## config.mk

```make
export PLATFORM = sky130hd
export DESIGN_NAME = fifo_rd_packer
export DESIGN_NICKNAME = d
export VERILOG_FILES = /design/src/rtl/fifo_rd_packer.sv
export SDC_FILE = /design/constraint.sdc
export NUM_CORES = 1
export LEC_CHECK = 0
export ABC_AREA = 1
export CORE_AREA = 3 3 63 76
export CTS_BUF_LIST = sky130_fd_sc_hd__clkbuf_2 sky130_fd_sc_hd__clkbuf_4 sky130_fd_sc_hd__clkbuf_8
export DETAILED_ROUTE_END_ITERATION = 8
export DIE_AREA = 0 0 66 79
export PLACE_DENSITY = 0.56
export SYNTH_ARGS = -nofsm -noshare
export SYNTH_HDL_FRONTEND = slang
export SYNTH_SLANG_ARGS = --single-unit
export TNS_END_PERCENT = 20
```

## constraint.sdc

```tcl
create_clock -name clk -period 2.4 [get_ports clk]
set_clock_uncertainty 0.1 [all_clocks]
set_input_delay 0.48 -clock clk [delete_from_list [all_inputs] [get_ports clk]]
set_output_delay 0.48 -clock clk [all_outputs]
set_load 0.02 [all_outputs]
```

## src/rtl/fifo_rd_packer.sv

```systemverilog
// rtl/fifo_rd_packer.sv - drains nibbles from the async FIFO read side and packs them into wide words
// Words leave on a valid/ready handshake; flush forces out a partially filled word.
module fifo_rd_packer #(
   parameter int DATA_W = 4,
   parameter int LANES  = 4
) (
   input  logic                      clk,
   input  logic                      rst,
   input  logic                      mem_empty,
   output logic                      r_en,
   input  logic [DATA_W-1:0]         data_out,
   input  logic                      flush,
   output logic [DATA_W*LANES-1:0]   word_out,
   output logic [$clog2(LANES):0]    word_len,
   output logic                      word_valid,
   input  logic                      word_ready
);

   localparam int LW = $clog2(LANES) + 1;
   localparam logic [LW-1:0] LANES_C = LW'(LANES);

   typedef enum logic {FILL, HOLD} state_t;

   state_t                    state;
   logic [LW-1:0]             issued;
   logic [LW-1:0]             filled;
   logic                      pend;
   logic                      flush_lat;
   logic [DATA_W*LANES-1:0]   lanes;

   logic [LW-1:0]             next_filled;
   logic                      flush_hit;

   always_comb begin
      r_en        = (state == FILL) && !mem_empty && (issued < LANES_C) && !flush_lat;
      next_filled = filled + LW'(pend);
      // A flush only counts once something is captured or in flight.
      flush_hit   = flush_lat || (flush && ((filled != '0) || pend));
   end

   assign word_out = lanes;

   always_ff @(posedge clk) begin
      if (rst) begin
         state      <= FILL;
         issued     <= '0;
         filled     <= '0;
         pend       <= 1'b0;
         flush_lat  <= 1'b0;
         lanes      <= '0;
         word_len   <= '0;
         word_valid <= 1'b0;
      end else begin
         case (state)
            FILL: begin
               pend <= r_en;
               if (r_en)
                  issued <= issued + LW'(1);
               if (pend) begin
                  for (int i = 0; i < LANES; i++)
                     if (filled == LW'(i))
                        lanes[i*DATA_W +: DATA_W] <= data_out;
                  filled <= next_filled;
               end
               if (flush_hit)
                  flush_lat <= 1'b1;
               if (pend && (next_filled == LANES_C)) begin
                  state      <= HOLD;
                  word_valid <= 1'b1;
                  word_len   <= LANES_C;
               end else if (flush_hit && !pend && !r_en) begin
                  // Nothing in flight any more, so the partial word is final.
                  state      <= HOLD;
                  word_valid <= 1'b1;
                  word_len   <= filled;
               end
            end
            HOLD: begin
               if (word_ready) begin
                  state      <= FILL;
                  word_valid <= 1'b0;
                  word_len   <= '0;
                  issued     <= '0;
                  filled     <= '0;
                  flush_lat  <= 1'b0;
                  lanes      <= '0;
               end
            end
            default: state <= FILL;
         endcase
      end
   end

endmodule

```

# After elaboration in Yosys (flattened, before gate mapping)
# Cells that the tools add are included.
# op_classes
add_sub_neg,2
n_lt_le_gt_ge,1
mux,25
n_bitwise,1
n_eq_ne,13
n_reduce_logical,23
# op_table
op,count
two-way mux 16 bit,2
one-hot mux 16 bit (2 select lines),1
one-hot mux 3 bit (2 select lines),3
two-way mux 4 bit,4
two-way mux 3 bit,5
AND reduction 3 bit,4
"!= test 2 x 1 -> 1 bit, second input constant",4
"!= test 2 bit, second input constant",4
AND reduction 2 bit,4
logical AND 1 bit,7
two-way mux 1 bit,7
"== test 3 x 2 -> 1 bit, second input constant",2
one-hot mux 1 bit (2 select lines),3
zero test 1 bit,4
adder 3 x 1 -> 3 bit,1
"adder 3 x 1 -> 3 bit, second input constant",1
"== test 3 x 1 -> 1 bit, second input constant",1
"== test 3 bit, second input constant",1
zero test 3 bit,1
"less-than comparator 3 bit, second input constant",1
"!= test 3 x 1 -> 1 bit, second input constant",1
nonzero test 3 bit,1
logical OR 1 bit,2
inverter 1 bit,1
# totals
wordCells,76
register_bits,29
input_bits,9
output_inout_bits,21

# Depth between registers and ports, before layout
# logic_depth
ltp_word,9
depth_mapped,12
ltp_nobuf,12

# Least setup slack after synthesis
# Ideal clock, no wire load.
# synth_path
path_type,reg2reg
from,register filled[0]
to,register word_len[0]
path_buffers,0
required_time_ps,2186
period_less_slack_ps,1677
setup_ps,114
arrival_ps,1463
slack_ps,723
path_stages_with_launch,11
path_cell_list,dfxtp_1 ha_1 ha_1 nor2_1 nand2_1 nor2_4 nor2_4 nand2_4 nand2_4 nor2_1 nor2_2
# synth_via
elab_chain_cells,8
elab_cells_between_ends,14
classes_between,add/sub (1); eq/ne (2); mux (3); reduce/logical (8)
# synth_lines
item,line,text
from (decl),26,logic [LW-1:0] filled;
from (signal assigned),63,filled <= next_filled;
"parallel branches: the longest is 8 deep, another holds adder 3 x 1 -> 3 bit",--,
to (signal assigned),75,word_len <= filled;
to (decl),14,"output logic [$clog2(LANES):0] word_len,"
# Several ways; the timed one is not identified. The select of a mux whose other input is x is not followed.
# A chain may end at the register's enable or synchronous reset.

# Worst setup path in the final report
# layout_path
from,input port mem_empty
to,output port r_en
# layout_via
elab_chain_cells,4
# layout_lines
item,line,text
from (decl),9,"input logic mem_empty,"
zero test 1 bit,35,r_en = (state == FILL) && !mem_empty && (issued < LANES_C) && !flush_lat;
logical AND 1 bit (3 in a row),35,
to (decl),10,"output logic r_en,"
# No other way between the ends.

==> metrics.log <==
[metrics] result of the run: completed
[metrics] number of buffers on the longest clock path: 2
[metrics] worst path cell trace: clkdlybuf4s50_1, nor2_1, nand2_1, inv_1, dlymetal6s2s_1
[metrics] share of final-layout standard cells stronger than drive strength 1: 17.39%
[metrics] Lkg Pwr: 0.7437 nW
[metrics] most common cell in the synthesized netlist: nand2_1
[metrics] placed standard-cell area: between 1500 and 2000 sq um
[metrics] required arrival time at the worst endpoint: 1.82 ns
[metrics] synthesis-stage register bit count: 29
[metrics] crit path kind: in2out
[metrics] slew at the pin closest to its max-slew limit: about 0.39 ns
[metrics] vias in the first global route: 1156
[metrics] post-synthesis instance area: 1304 sq um
[metrics] total clock buffers created by CTS: 5
[metrics] fraction of registers with async set or reset after synthesis: 0%
[metrics] final-stage net count: 218
[metrics] maximum clock rate: slightly above 0.5 GHz
[metrics] nets in the synthesized netlist: 183
[metrics] worst IR drop on VDD: 0.3732 mV
[metrics] cell taking the most area after synthesis: dfxtp_1
[metrics] final hold violation count: 0
[metrics] drc violations: 0
[metrics] critical path arrival: 1.38 ns
[metrics] total of buffers placed on input and output ports: 29
[metrics] slowest stage cell on the critical path: clkdlybuf4s50_1
[metrics] Filler Cells Inserted: 407
[metrics] Routed WL per cell: between 10 and 15 microns
[metrics] # diodes: 0
[metrics] ports placed on the boundary: 30
[metrics] master cell of the clock root buffer: clkbuf_8
[metrics] Final Cell Area: 1783 sq um
[metrics] P&R area growth vs syn: 36.76%
[metrics] min cycle time layout: 1.963 ns
[metrics] leading cell types by total area after synthesis: dfxtp_1 45%, nand2_1 13%, a21oi_1 9.6%
[metrics] Max Cap Viol: 0
[metrics] DRT antenna net count: 0
[metrics] most numerous cell types in the synthesized netlist: 44 x nand2_1, 29 x dfxtp_1, 25 x a21oi_1, 14 x inv_1, 11 x nor2_1
[metrics] CTS sink cnt: 29
[metrics] max-slew violation count: 0
[metrics] Cell variety after synth: 22
[metrics] initial antenna violation count: 0
[metrics] HPWL reported at the end of detailed placement: between 2000 and 2500 microns
[metrics] insertion delay to the later sink of the worst-skew pair: between 0.2 and 0.3 ns
[metrics] type of the worst min-delay path: reg2reg
[metrics] CTS Hold Buffers Added: 0
[metrics] crit path max fanout: 3
[metrics] Top FF cell, synth: dfxtp_1
[metrics] total area of sequential cells: approximately 580 sq um
[metrics] buffers inserted during post-CTS setup optimization: 0
[metrics] via count: ~1200
[metrics] yosys warns: 0
[metrics] Via density: 4.444
[metrics] cts repair resizes: 0
[metrics] endpoints failing setup: 0
[metrics] Post-Syn Area per Cell: about 7.6 sq um
[metrics] type of origin of the critical path: input pin
[metrics] number of levels in the clock H-tree: 2
[metrics] setup repair after global routing missed its margin: no
[metrics] Total Routed Length: around 2900 microns
[metrics] global-route wire length before repair: 5064 microns
[metrics] Chip Width: 66 microns
[metrics] remaining global-route overflow: 0
[metrics] effective utilization at floorplan: 32.31%
[metrics] number of DRC violations after detailed-routing iteration 0: 33
[metrics] number of cells in the design after placement: 253
[metrics] power density cells: 759.8 nW/um^2
[metrics] Clk pin slew, worst setup/hold paths: 0.06 ns
[metrics] share of Yosys cell area claimed by the top area cell type: 44.53%
[metrics] count of flip-flops with a built-in enable after synthesis: 0
[metrics] accumulated negative setup slack: 0 ns
[metrics] Slowest Stage Delay on Critical Path: 0.39 ns
[metrics] CORE AREA: 4035 sq um
[metrics] CTS tree: yes
[metrics] Mapped Cells: 171
[metrics] DIE AREA: 5214 sq um
[metrics] multi-input combinational cell area: 631.9 sq um
[metrics] endpoint class of the critical path: output pin
[metrics] router iterations before antenna repair: 4
[metrics] Placement Rows: 25
[metrics] GRT Util Overall: 12.76%
[metrics] largest net degree at the start of global routing: 16
[metrics] Finished Layout Cells: 261
[metrics] placer congestion estimate: 0.7792
[metrics] sequential-to-total area share from yosys stat: between 40% and 50%
[metrics] part of the cycle the worst path needs: roughly four fifths
[metrics] Max-Slew Margin vs Limit: 74.24%
[metrics] vertical die dimension: 79 microns
power breakdown:
group | leakage (nW) | total, mW | internal (mW) | switching, mW
combinational | 0.446 | 0.280 | 0.117 | 0.163
clock | 0.0619 | 0.534 | 0.349 | 0.184
sequential | 0.236 | 0.541 | 0.518 | 0.0233
cells in the final DEF, fill, tap and decap left out:
| cell | instances |
|---|---|
| a21oi_4 | 1 |
| bufinv_16 | 1 |
| dfxtp_1 | 29 |
| clkdlybuf4s50_1 | 28 |
| clkbuf_8 | 6 |
| a21oi_2 | 3 |
| nor2_1 | 11 |
| inv_1 | 14 |
| nand2_4 | 2 |
| or2_4 | 1 |
| nand2_1 | 44 |
| dlymetal6s2s_1 | 1 |
| buf_4 | 3 |
| o21ai_0 | 1 |
| o21ai_1 | 8 |
| nor2_4 | 3 |
| inv_2 | 4 |
| nor2_2 | 4 |
| nor3b_1 | 1 |
| nand2_2 | 6 |
| ha_1 | 3 |
| clkbuf_4 | 1 |
| nand3_1 | 6 |
| a21oi_1 | 25 |
| nor3_2 | 1 |
worst max-delay path, delay by kind of cell:
family	cells	cell delay, ns
buffers and inverters	3	0.70
and+or+nand+nor	2	0.20
cell families after synthesis:
| logic type | share of synthesized area (%) |
|---|---|
| and+or+nand+nor | 29.27 |
| DFF | 44.53 |
| AOI/OAI and AO/OA | 16.32 |
| buffers and inverters | 7.005 |
| adders and majority gates | 2.879 |
metal layers:
| layer | share of wire, % | vias to the layer above | GRT usage, % |
|---|---|---|---|
| li1 | - | 622 | - |
| met3 | 5.6 | 5 | 5.233 |
| met2 | 47 | 22 | 19.96 |
| met5 | 0 | - | 0 |
| met1 | 46 | 511 | 15.26 |
| met4 | 1.9 | 0 | 5.488 |
metrics by stage:
stage / total power [mW] / utilization [%] / hold WS [ns] / worst slack, ns
3_5_place_dp: 0.8349 / 41.15 / 0.3549 / 0.04113
6_report: 1.355 / 44.19 / 0.3611 / 0.4370
4_1_cts: 1.368 / 44.12 / 0.3641 / 0.03724
5_1_grt: 1.425 / 44.19 / 0.3811 / 0.3497
3_3_place_gp: 0.8373 / 41.15 / 0.3534 / 0.05160
2_1_floorplan: 0.7324 / - / 0.3286 / 0.7230
area by class of cell:
class	count	share of cell area, %
Multi-Input combinational cell	120	35.44
Sequential cell	29	32.56
Timing Repair Buffer	32	17.68
Clock buffer	7	5.053
Inverter	18	3.789
Tap cell	54	3.789
Clock inverter	1	1.684
state kept, by name, indices dropped and copies added, names as in the netlist:
| signal | cells |
|---|---|
| word_len | 3 |
| word_out | 16 |
| flush_lat | 1 |
| filled | 3 |
| word_valid | 1 |
| pend | 1 |
| state | 1 |
| issued | 3 |
worst paths after layout:
| path | start | endpoint | slack (ns) | cells after the start |
|---|---|---|---|---|
| setup / recovery | mem_empty | r_en | 0.44 | 5 |
| hold / removal | word_out[2] | word_out[2] | 0.36 | 2 |
| setup reg to reg | filled[0] | word_len[0] | 0.62 | 10 |
| hold reg to reg | word_out[2] | word_out[2] | 0.36 | 2 |
(Power assumes the default switching activity.)
